$ cat config.mk
export PLATFORM = sky130hd
export DESIGN_NAME = rv32i_memory_stage
export DESIGN_NICKNAME = d
export VERILOG_FILES = /design/src/rtl/rv32i_memory_stage_pkg.sv /design/src/rtl/rv32i_memory_stage_dm_wb_reg.sv /design/src/rtl/rv32i_memory_stage.sv
export SDC_FILE = /design/constraint.sdc
export NUM_CORES = 1
export LEC_CHECK = 0
export ABC_AREA = 1
export CORE_MARGIN = 2
export CORE_UTILIZATION = 32
export DETAILED_ROUTE_END_ITERATION = 10
export PLACE_DENSITY_LB_ADDON = 0.3
export SYNTH_ARGS = -nofsm -noshare
export SYNTH_HDL_FRONTEND = slang
export SYNTH_SLANG_ARGS = --single-unit
$ cat constraint.sdc
create_clock -name clk -period 1.7 [get_ports clk]
set_input_delay 0.34 -clock clk [delete_from_list [all_inputs] [get_ports clk]]
set_output_delay 0.34 -clock clk [all_outputs]
set_load 0.005 [all_outputs]
$ cat src/rtl/rv32i_memory_stage_pkg.sv
// Shared encodings, state codes and the DM/WB payload type for the RV32I memory stage.
package rv32i_memory_stage_pkg;

    // Store size encoding carried on MemWriteM
    localparam logic [1:0] MEMWRITE_NONE = 2'b00;
    localparam logic [1:0] MEMWRITE_SB   = 2'b01;
    localparam logic [1:0] MEMWRITE_SH   = 2'b10;
    localparam logic [1:0] MEMWRITE_SW   = 2'b11;

    // Load size encoding (funct3) carried on LoadSizeM
    localparam logic [2:0] LOADSIZE_LB  = 3'b000;
    localparam logic [2:0] LOADSIZE_LH  = 3'b001;
    localparam logic [2:0] LOADSIZE_LW  = 3'b010;
    localparam logic [2:0] LOADSIZE_LBU = 3'b100;
    localparam logic [2:0] LOADSIZE_LHU = 3'b101;

    // Writeback source select
    localparam logic [1:0] RESULTSRC_ALU  = 2'b00;
    localparam logic [1:0] RESULTSRC_LOAD = 2'b01;
    localparam logic [1:0] RESULTSRC_PC4  = 2'b10;

    // Access FSM states
    localparam logic [0:0] ST_IDLE = 1'b0;
    localparam logic [0:0] ST_WAIT = 1'b1;

    // Contents of the DM/WB pipeline register
    typedef struct packed {
        logic        reg_write;
        logic [1:0]  result_src;
        logic [31:0] alu_result;
        logic [31:0] read_data;
        logic [31:0] pc_plus4;
        logic [4:0]  rd;
    } dm_wb_t;

    localparam dm_wb_t DM_WB_BUBBLE = '{
        reg_write:  1'b0,
        result_src: 2'b00,
        alu_result: 32'h0000_0000,
        read_data:  32'h0000_0000,
        pc_plus4:   32'h0000_0000,
        rd:         5'd0
    };

    // True when a halfword access is odd or a word access is not word aligned
    function automatic logic is_misaligned(input logic       is_load,
                                           input logic [1:0] mem_write,
                                           input logic [2:0] load_size,
                                           input logic [1:0] addr_lo);
        logic half_acc;
        logic word_acc;
        half_acc = (is_load && (load_size[1:0] == 2'b01)) || (mem_write == MEMWRITE_SH);
        word_acc = (is_load && (load_size[1:0] == 2'b10)) || (mem_write == MEMWRITE_SW);
        return (half_acc && addr_lo[0]) || (word_acc && (addr_lo != 2'b00));
    endfunction

endpackage

$ cat src/rtl/rv32i_memory_stage_dm_wb_reg.sv
// DM/WB pipeline register. A bubble (all fields zero, no register write) is
// loaded on reset or whenever the M stage does not retire an instruction.
module dm_wb_reg
    import rv32i_memory_stage_pkg::*;
(
    input  logic   clk,
    input  logic   rst,
    input  logic   bubble,
    input  dm_wb_t d,
    output dm_wb_t q
);

    dm_wb_t q_r;

    // Capture the retiring M instruction, or a bubble when nothing retires
    always_ff @(posedge clk) begin
        if (rst) begin
            q_r <= DM_WB_BUBBLE;
        end else if (bubble) begin
            q_r <= DM_WB_BUBBLE;
        end else begin
            q_r <= d;
        end
    end

    assign q = q_r;

endmodule

$ cat src/rtl/rv32i_memory_stage.sv
// RV32I memory stage: drives a variable-latency data-memory port, builds store
// lanes/byte-enables, aligns and extends load data, stalls the pipeline while an
// access is outstanding and feeds the DM/WB register.
// BusErrM is registered so that it lines up with the bubble it accompanies in W.
// ReadDataW is zero for instructions that are not loads.
// Optional build macro: MISALIGN_TRAP_EN (misaligned half/word accesses are not
// issued and raise BusErrM instead).
module rv32i_memory_stage
    import rv32i_memory_stage_pkg::*;
#(
    parameter int TIMEOUT = 16
) (
    input  logic        clk,
    input  logic        rst,
    input  logic        RegWriteM,
    input  logic [1:0]  ResultSrcM,
    input  logic [1:0]  MemWriteM,
    input  logic [2:0]  LoadSizeM,
    input  logic [31:0] ALUResultM,
    input  logic [31:0] WriteDataM,
    input  logic [31:0] PCPlus4M,
    input  logic [4:0]  RdM,
    output logic        dmem_req,
    output logic        dmem_we,
    output logic [31:0] dmem_addr,
    output logic [3:0]  dmem_be,
    output logic [31:0] dmem_wdata,
    input  logic [31:0] dmem_rdata,
    input  logic        dmem_ready,
    output logic        StallM,
    output logic        BusErrM,
    output logic        RegWriteW,
    output logic [1:0]  ResultSrcW,
    output logic [31:0] ALUResultW,
    output logic [31:0] ReadDataW,
    output logic [31:0] PCPlus4W,
    output logic [4:0]  RdW
);

    localparam int               CNT_W     = (TIMEOUT > 0) ? $clog2(TIMEOUT + 1) : 1;
    localparam logic [CNT_W-1:0] TIMEOUT_C = CNT_W'(TIMEOUT);
    localparam logic [CNT_W-1:0] CNT_ZERO  = {CNT_W{1'b0}};
    localparam logic [CNT_W-1:0] CNT_ONE   = CNT_W'(1);

    logic             is_load_s;
    logic             is_store_s;
    logic             mem_op_s;
    logic             misalign_s;
    logic             issue_s;
    logic             timeout_hit_s;
    logic             abandon_s;
    logic             stall_s;
    logic             bubble_s;
    logic [7:0]       byte_s;
    logic [15:0]      half_s;
    logic [31:0]      load_data_s;
    logic [3:0]       be_s;
    logic [31:0]      wdata_s;
    logic [0:0]       state_r;
    logic [0:0]       state_nxt_s;
    logic [CNT_W-1:0] wait_cnt_r;
    logic [CNT_W-1:0] wait_cnt_nxt_s;
    logic             bus_err_r;
    dm_wb_t           w_next_s;
    dm_wb_t           w_q_s;

    assign is_load_s  = (ResultSrcM == RESULTSRC_LOAD);
    assign is_store_s = (MemWriteM != MEMWRITE_NONE);
    assign mem_op_s   = is_load_s | is_store_s;

`ifdef MISALIGN_TRAP_EN
    assign misalign_s = mem_op_s & is_misaligned(is_load_s, MemWriteM, LoadSizeM, ALUResultM[1:0]);
`else
    assign misalign_s = 1'b0;
`endif

    // A trapped access never reaches the memory port
    assign issue_s       = mem_op_s & ~misalign_s;
    assign timeout_hit_s = (TIMEOUT != 32'sd0) && (state_r == ST_WAIT) && (wait_cnt_r == TIMEOUT_C);
    assign abandon_s     = issue_s & ~dmem_ready & timeout_hit_s;
    assign stall_s       = issue_s & ~dmem_ready & ~abandon_s;
    assign bubble_s      = stall_s | abandon_s | misalign_s;

    // The request is a direct function of the held M instruction, so address and
    // lanes stay stable for as long as the pipeline is frozen
    assign dmem_req   = issue_s;
    assign dmem_we    = is_store_s;
    assign dmem_addr  = {ALUResultM[31:2], 2'b00};
    assign dmem_be    = be_s;
    assign dmem_wdata = wdata_s;
    assign StallM     = stall_s;
    assign BusErrM    = bus_err_r;

    // Store byte enables and lane-replicated write data
    always_comb begin
        be_s    = 4'b1111;
        wdata_s = WriteDataM;
        case (MemWriteM)
            MEMWRITE_SB: begin
                be_s    = 4'b0001 << ALUResultM[1:0];
                wdata_s = {4{WriteDataM[7:0]}};
            end
            MEMWRITE_SH: begin
                if (ALUResultM[1]) begin
                    be_s = 4'b1100;
                end else begin
                    be_s = 4'b0011;
                end
                wdata_s = {2{WriteDataM[15:0]}};
            end
            MEMWRITE_SW: begin
                be_s    = 4'b1111;
                wdata_s = WriteDataM;
            end
            default: begin
                be_s    = 4'b1111;
                wdata_s = WriteDataM;
            end
        endcase
    end

    // Pick the addressed byte and halfword out of the read word
    always_comb begin
        byte_s = dmem_rdata[7:0];
        half_s = dmem_rdata[15:0];
        case (ALUResultM[1:0])
            2'b00:   byte_s = dmem_rdata[7:0];
            2'b01:   byte_s = dmem_rdata[15:8];
            2'b10:   byte_s = dmem_rdata[23:16];
            2'b11:   byte_s = dmem_rdata[31:24];
            default: byte_s = dmem_rdata[7:0];
        endcase
        if (ALUResultM[1]) begin
            half_s = dmem_rdata[31:16];
        end else begin
            half_s = dmem_rdata[15:0];
        end
    end

    // Sign/zero extension by load size; non-loads carry zero read data
    always_comb begin
        load_data_s = 32'h0000_0000;
        if (is_load_s) begin
            case (LoadSizeM)
                LOADSIZE_LB:  load_data_s = {{24{byte_s[7]}}, byte_s};
                LOADSIZE_LH:  load_data_s = {{16{half_s[15]}}, half_s};
                LOADSIZE_LW:  load_data_s = dmem_rdata;
                LOADSIZE_LBU: load_data_s = {24'h00_0000, byte_s};
                LOADSIZE_LHU: load_data_s = {16'h0000, half_s};
                default:      load_data_s = dmem_rdata;
            endcase
        end else begin
            load_data_s = 32'h0000_0000;
        end
    end

    // Next state and wait count; the count is the number of WAIT cycles seen so far
    always_comb begin
        state_nxt_s    = state_r;
        wait_cnt_nxt_s = wait_cnt_r;
        case (state_r)
            ST_IDLE: begin
                if (issue_s && !dmem_ready) begin
                    state_nxt_s    = ST_WAIT;
                    wait_cnt_nxt_s = CNT_ONE;
                end else begin
                    state_nxt_s    = ST_IDLE;
                    wait_cnt_nxt_s = CNT_ZERO;
                end
            end
            ST_WAIT: begin
                if (dmem_ready || abandon_s || !issue_s) begin
                    state_nxt_s    = ST_IDLE;
                    wait_cnt_nxt_s = CNT_ZERO;
                end else begin
                    state_nxt_s    = ST_WAIT;
                    wait_cnt_nxt_s = wait_cnt_r + CNT_ONE;
                end
            end
            default: begin
                state_nxt_s    = ST_IDLE;
                wait_cnt_nxt_s = CNT_ZERO;
            end
        endcase
    end

    // FSM state, wait counter and the bus-error pulse register
    always_ff @(posedge clk) begin
        if (rst) begin
            state_r    <= ST_IDLE;
            wait_cnt_r <= CNT_ZERO;
            bus_err_r  <= 1'b0;
        end else begin
            state_r    <= state_nxt_s;
            wait_cnt_r <= wait_cnt_nxt_s;
            bus_err_r  <= abandon_s | misalign_s;
        end
    end

    // Payload offered to the DM/WB register when the instruction retires
    always_comb begin
        w_next_s            = DM_WB_BUBBLE;
        w_next_s.reg_write  = RegWriteM;
        w_next_s.result_src = ResultSrcM;
        w_next_s.alu_result = ALUResultM;
        w_next_s.read_data  = load_data_s;
        w_next_s.pc_plus4   = PCPlus4M;
        w_next_s.rd         = RdM;
    end

    dm_wb_reg u_dm_wb_reg (
        .clk    (clk),
        .rst    (rst),
        .bubble (bubble_s),
        .d      (w_next_s),
        .q      (w_q_s)
    );

    assign RegWriteW  = w_q_s.reg_write;
    assign ResultSrcW = w_q_s.result_src;
    assign ALUResultW = w_q_s.alu_result;
    assign ReadDataW  = w_q_s.read_data;
    assign PCPlus4W   = w_q_s.pc_plus4;
    assign RdW        = w_q_s.rd;

endmodule
# Word level (Yosys, flattened, before mapping)
# Index checks and enable logic that the tools add are counted.
# classes
n_addsub	1
muxes	12
n_shift	1
n_eq_ne	10
bitwise_logic	9
n_reduce_logical	11
# op_table
cell	n
$pmux W32 S4	1
$pmux W32 S2	1
$pmux W8 S4	1
$mux W16	1
$pmux W5 S2	1
$pmux W4 S2	1
$eq A2 B1 Y1 const B	3
$eq A2 B2 Y1 const B	3
$eq A3 B3 Y1 const B	2
$add A5 B1 Y5 const B	1
$eq A5 B5 Y1 const B	1
$mux W5	1
$mux W4	1
$not A1 Y1	4
$shl A1 B2 Y4 const A	1
$and A1 B1 Y1	3
$eq A3 B1 Y1 const B	1
$logic_not A3 Y1	1
$mux W1	3
$reduce_or A3 Y1	1
$logic_and A1 B1 Y1	2
$logic_not A1 Y1	2
$logic_not A2 Y1	1
$logic_or A1 B1 Y1	2
4 further kinds	5
# totals
register_bits	111
inputBits	144
wordCells	53

# Depth between registers and ports, before layout
# Gate-level depths: netlist of the first run.
# depth
ltp_word	8
mapped_depth	9
mapped_depth_nobuf	9

# Modules after synthesis
# From an unflattened synthesis of the first run, not the netlist that was laid out.
# unflattened
cells_unflattened	672
hier_area_um2	5390.2
# by_module_without_submodules
module	n_inst	cells_each	seq_area_each_um2	area_per_inst_um2
dm_wb_reg	1	326	2082.0	3492.1
rv32i_memory_stage	1	346	140.1	1898.1

# Worst setup path after synthesis of the first run
# Ideal clock, no wire load.
# synth_path
path_kind	input to output
start	input MemWriteM[0]
end	output dmem_wdata[22]
required_time_ps	1360
arrival_time_ps	1349
cell_stages	7
n_path_buf	2
slack_ps	11
cell_sequence	inv_1 ha_1 buf_2 clkinv_1 clkbuf_1 nand2_1 o21ai_0
# synth_between
elab_chain_len	2
word_cells_on_any_way	3
cone_classes	2 x eq/ne; 1 x mux
# synth_lines
item	line_no	rtl
start: declaration	rv32i_memory_stage.sv:17	input logic [1:0] MemWriteM,
$eq A2 B2 Y1 or $eq A2 B1 Y1 (tied branches)	rv32i_memory_stage.sv:98	case (MemWriteM)
$pmux W32 S2 *	rv32i_memory_stage.sv:98	
end: declaration	rv32i_memory_stage.sv:27	output logic [31:0] dmem_wdata,
# Every way passes the cells marked *; elsewhere a longest branch is shown, timed or not.

# Worst setup path after layout of the first run
# layout_path
start	input MemWriteM[0]
end	output dmem_be[2]
# layout_between
elab_chain_len	2
word_cells_on_any_way	3
cone_classes	2 x eq/ne; 1 x mux
# layout_lines
item	line_no	rtl
$eq A2 B2 Y1 or $eq A2 B1 Y1 (tied branches)	rv32i_memory_stage.sv:98	
$pmux W4 S2 *	rv32i_memory_stage.sv:98	
end: declaration	rv32i_memory_stage.sv:26	output logic [3:0] dmem_be,
# Marked as above.

==> reports/qor.txt, run 1 <==
Share of layout cells above drive strength 1 - 0.149
Total power - 0.00641 W
Die Area - 15,200 µm²
Worst Path Arrival - 1.34 ns
YS warnings - 0
Worst-Skew Late Latency - 0.34 ns
Boundary Pins - 320
Type of the worst min-delay path - input pin to flop
Die width - 123 µm
Critical Path RT - 1.36 ns
P per Cell Area - 772 nW/µm²
Starting DRT DRC Count - 140
Critical-path cell list - buf_8 > inv_6 > ha_4 > clkinv_4 > buf_12 > a21oi_4 > o31ai_2 > buf_2
Slowest stage cell, crit path - ha_4
Pins Over Slew Limit - 0
Final cycle utilization of the critical path - 0.989
Mapped Area - 4540 µm²
Total wire length - 14,700 µm
Tmin final - 1.68 ns
Num Clock Sinks - 111
I/O Buffers - 317
Post-Route Skew - 0.00571 ns
Initial antenna violation count - 0
Largest area contributor in the netlist - dfxtp_1
CP Launch Type - input pin
Layout Area Growth over Synthesis - 82.9%
GRT Total Usage - 0.183
CTS H-tree depth - 3
Mean Syn Cell Area - 7.45 µm²
Vias in the first global route - 4,321
CP Capture Type - output port
Commonest non-fill, non-tap cell in the layout - clkdlybuf4s50_1
WL per Instance - 13.2 µm
CP Class - input pin to output port
Via count - 4,661
Static leakage - 4.10 nW
First-pass GRT wire length - 21,400 µm
Placed Area - 7850 µm²
RSZ-0062 raised after global routing - yes
Core Box Area - 13,900 µm²
GRT Residual Overflow - 0
Residual DRC - 0
CP peak stage delay - 0.29 ns
#FFs+latches synth - 111
Synth top area cells - dfxtp_1, inv_1, nand2_1, nor2_1, buf_4
Post-synth top area share - 0.489
Status - completed
TritonCTS clock tree - yes
CP max FO - 4
Die H - 123 µm
RD Place Congestion - 0.845
DP Cell Count - 1,088
ANT nets after route - 0
Root buffer cell - clkbuf_16
CTS hold repair buffers - 0
Number of buffers created by CTS - 9
Layout Nets - 1,075
Cell count after synthesis - 610
Worst vdd ir - 0.442 mV
Most frequent cells in the layout - clkdlybuf4s50_1, nand2_1, dfxtp_1
Fin area - 8310 µm²
Dpl hpwl - 11,800 µm
CTS clk-pin slew, worst paths - 0.07 ns
Final non-filler cell total - 1,111
Fmax - 0.595 GHz
Via density - 4.20
Initial Util - 0.327
1st-pass router iterations - 4
Number of failing hold endpoints at the final stage - 0
Maxcap violations - 0
Largest net degree at the start of global routing - 41
Largest buffer count on any clock path - 2
Core Rows - 43
# setup viols final - 0
Seq/Total Area, Yosys - 0.489
Diode count - 0
Yosys cell types - 29
-- flip-flops by register name, summed over array words and instances, names as in the netlist --
register       count
wait_cnt_r         5
state_r            1
u_dm_wb_reg.q    104
BusErrM            1
-- stage by stage --
step	TNS (ns)	util	worst slack (ns)	hold slack, ns
finish	0	0.599	0.0188	0.261
global route	-0.0471	0.599	-0.0149	0.278
CTS	0	0.590	0.000621	0.471
detailed placement	-52.48	0.565	-0.854	0.464
global placement	-51.59	0.565	-0.822	0.455
floorplan	0	-	0.0108	0.418
-- cell usage after synthesis --
cell type and instances:
a21boi_0 4, a21oi_1 27, a21oi_2 1, a22oi_1 3
a31oi_1 1, buf_2 11, buf_4 42, buf_6 4
clkbuf_1 6, clkbuf_4 1, clkinv_1 1, conb_1 1
dfxtp_1 111, ha_1 5, inv_1 119, inv_2 4
nand2_1 113, nand2_2 2, nand3_1 20, nand4_2 1
nor2_1 90, nor2_4 1, nor4_1 1, o21ai_0 25
o21ai_1 1, o22ai_1 8, o31ai_1 4, xnor2_1 1
xor2_1 2
-- report_power, final --
group          switching [W]  leakage [nW]  internal [W]
clock network        0.00101         0.166       0.00133
registers          0.0000261         0.910       0.00270
logic               0.000530          3.02      0.000805
-- worst paths after layout --
kind	startpoint	endpoint	slack, ns	cells past startpoint
worst max-delay path	MemWriteM[0]	dmem_be[2]	0.02	8
worst min-delay path	ResultSrcM[0]	u_dm_wb_reg.q[101]	0.26	3
worst max register to register	wait_cnt_r[0]	wait_cnt_r[1]	0.38	10
worst min register to register	wait_cnt_r[4]	BusErrM	0.49	2
-- repair_timing --
item	CTS	global route
pin swaps	13	12
gates resized for setup	182	36
setup buffers	3	4
gates cloned	0	0
endpoints found under the setup margin	47	31
-- per-layer routing --
layer / track usage / share of wire
met1: 0.188 / 0.36
met5: 0 / 0
met3: 0.0743 / 0.11
met4: 0.0483 / 0.011
met2: 0.341 / 0.51
-- layout make-up --
type,count,area (µm²)
Timing Repair Buffer,368,3490
Clock buffer,9,225
Inverter,124,485
Multi-Input combinational cell,312,1550
Fill cell,1299,5570
Sequential cell,111,2220
Clock inverter,7,111
Tap cell,180,225
-- cell families (layout without fill, tap and decap cells) --
group / count (synthesis) / in the layout / share of synthesized area
buf+inv: 188 / 508 / 0.200
xor+xnor: 3 / 3 / 0.00578
simple gates: 228 / 228 / 0.199
other cells: 1 / 2 / 0.000825
compound gates: 74 / 74 / 0.0909
flops: 111 / 111 / 0.489
fa+ha+maj: 5 / 5 / 0.0138
-- worst max-delay path: cells and delay by family --
kind | cells | cell delay (ns)
AOI/OAI and AO/OA | 2 | 0.25
adders and majority gates | 1 | 0.29
buffers and inverters | 5 | 0.47
No activity file was read; power rests on OpenSTA's default activity.
==> inputs of run 2 (changes only) <==
CTS_BUF_LIST = sky130_fd_sc_hd__clkbuf_8 sky130_fd_sc_hd__clkbuf_16   (was default)
==> results of run 2 <==
Final layout, timing and power as in run 1 (identical DEF).
==> inputs of run 3 (changes only) <==
CORE_AREA = 2 2 124 126   (was default)
CORE_MARGIN = default   (was 2)
CORE_UTILIZATION = default   (was 32)
DIE_AREA = 0 0 126 128   (was default)
HOLD_SLACK_MARGIN = 0.08   (was default)
clock period = 1.8 ns   (was 1.7 ns; I/O delays follow)
==> reports/qor.txt, run 3 (synthesized netlist as in run 1, its figures left out) <==
Starting DRT DRC Count - 149
Diode count - 0
Slowest stage cell, crit path - clkdlybuf4s50_1
GRT Residual Overflow - 0
Number of buffers created by CTS - 9
CP peak stage delay - 0.54 ns
CTS hold repair buffers - 0
RSZ-0062 raised after global routing - yes
P_int - 0.00443 W
Layout Area Growth over Synthesis - 81.3%
CTS H-tree depth - 3
Switching power - 0.00142 W
Final non-filler cell total - 1,116
Type of the worst min-delay path - flop to flop
Commonest non-fill, non-tap cell in the layout - clkdlybuf4s50_1
Total wire length - 15,600 µm
GRT Total Usage - 0.185
Logic pwr share - 0.218
Static leakage - 4.00 nW
CP Launch Type - input pin
# setup viols final - 0
RD Place Congestion - 0.902
WL per Instance - 14.0 µm
CP max FO - 2
Number of failing hold endpoints at the final stage - 0
Boundary Pins - 320
Via count - 4,728
CP dominant cell by count - clkdlybuf4s50_1
Residual DRC - 0
Total power - 0.00585 W
Max reg flops - 104
Core Rows - 45
First-pass GRT wire length - 23,100 µm
Switching Share - 0.242
Fill cells - 1,393
Worst hold start - state_r
Largest net degree at the start of global routing - 30
Pre-CTS WS - -0.806 ns
CP Class - input pin to output port
Via density - 4.24
Fmax - 0.570 GHz
Initial antenna violation count - 0
CP Capture Type - output port
Die width - 126 µm
P per Cell Area - 710 nW/µm²
Worst-Skew Late Latency - 0.34 ns
Largest buffer count on any clock path - 2
ANT nets after route - 0
Worst Setup SP - ALUResultM[6]
Worst vdd ir - 0.450 mV
Maxcap violations - 0
Worst R2R Start - wait_cnt_r[1]
TritonCTS clock tree - yes
Worst Path Arrival - 1.39 ns
CTS clk-pin slew, worst paths - 0.07 ns
Core Box Area - 14,900 µm²
Root buffer cell - clkbuf_16
Worst reg2reg setup slack - 0.55 ns
Final WS setup - 0.0453 ns
Critical-path cell list - clkdlybuf4s50_1 > clkdlybuf4s50_1
Layout Nets - 1,073
Die H - 128 µm
DP Cell Count - 1,092
Most frequent cells in the layout - clkdlybuf4s50_1, inv_1, dfxtp_1
Tmin final - 1.75 ns
Hold slack - 0.477 ns
I/O Buffers - 317
Clk pwr share - 0.342
Vias in the first global route - 4,444
Post-Route Skew - 0.00444 ns
Pins Over Slew Limit - 0
Critical Path RT - 1.44 ns
Initial Util - 0.306
Die Area - 16,100 µm²
1st-pass router iterations - 4
Sequential Power Share - 0.440
Final cycle utilization of the critical path - 0.975
Num Clock Sinks - 111
Share of layout cells above drive strength 1 - 0.131
Worst Path Buf+Inv - 2
Dpl hpwl - 12,500 µm
Status - completed
Worst path top cell family by delay - buffers and inverters
==> run 3: changes by cell type in the layout (fill, tap and decap cells not counted), sizes merged <==
cell	before	now
clkinvlp	0	2
clkdlybuf4s15	4	2
clkdlybuf4s50	252	270
inv	128	125
dlymetal6s2s	11	4
bufinv	2	1
buf	77	71
clkbuf	10	18
dlygate4sd2	23	11
==> run 3: path summary, 6_finish.rpt <==
path / endpoint / cells after the start
worst min-delay path: wait_cnt_r[0] / 1
worst max-delay path: dmem_addr[6] / 2
worst max register to register: wait_cnt_r[4] / 9
worst min register to register: wait_cnt_r[0] / 1
==> run 3: per-stage QoR <==
| stage | cell area, µm² | TNS [ns] | utilization |
|---|---|---|---|
| floorplan | 4550 | 0 | - |
| finish | 8240 | 0 | 0.554 |
| CTS | 8270 | 0 | 0.557 |
| global placement | 7900 | -41.47 | 0.531 |
| detailed placement | 7900 | -44.30 | 0.531 |
| global route | 8240 | -0.0112 | 0.554 |
==> run 3: power by group through the flow <==
| stage | Sequential, W | Combinational (W) | Clock [W] |
|---|---|---|---|
| after detailed placement | 0.00263 | 0.00130 | 0 |
| after CTS | 0.00258 | 0.00130 | 0.00207 |
| after global routing | 0.00258 | 0.00138 | 0.00216 |
| after global placement | 0.00263 | 0.00129 | 0 |
| final | 0.00258 | 0.00127 | 0.00200 |
| after floorplan | 0.00265 | 0.000415 | 0 |
==> run 3: what timing repair did <==
item,in CTS,in global routing
resized for setup,114,29
hold endpoints to repair,0,0
setup buffers,9,0
endpoints found under the setup margin,35,22
pin swaps,3,6
==> run 3: layout make-up <==
class | count | area (µm²) | share of cell area
flip-flops and latches | 111 | 2220 | 0.270
multi-input cells | 312 | 1490 | 0.181
well taps | 188 | 235 | 0.0286
clock buffers | 10 | 239 | 0.0290
clock inverters | 5 | 57.6 | 0.00699
repair buffers | 366 | 3520 | 0.427
inverters | 124 | 475 | 0.0577
==> run 3: layer usage <==
| layer | routed length (µm) | vias up | global-route usage |
|---|---|---|---|
| li1 | - | 2408 | - |
| met1 | 6410 | 2084 | 0.215 |
| met2 | 7570 | 222 | 0.326 |
| met3 | 1410 | 14 | 0.0588 |
| met4 | 202 | 0 | 0.0562 |
| met5 | 0 | - | 0 |
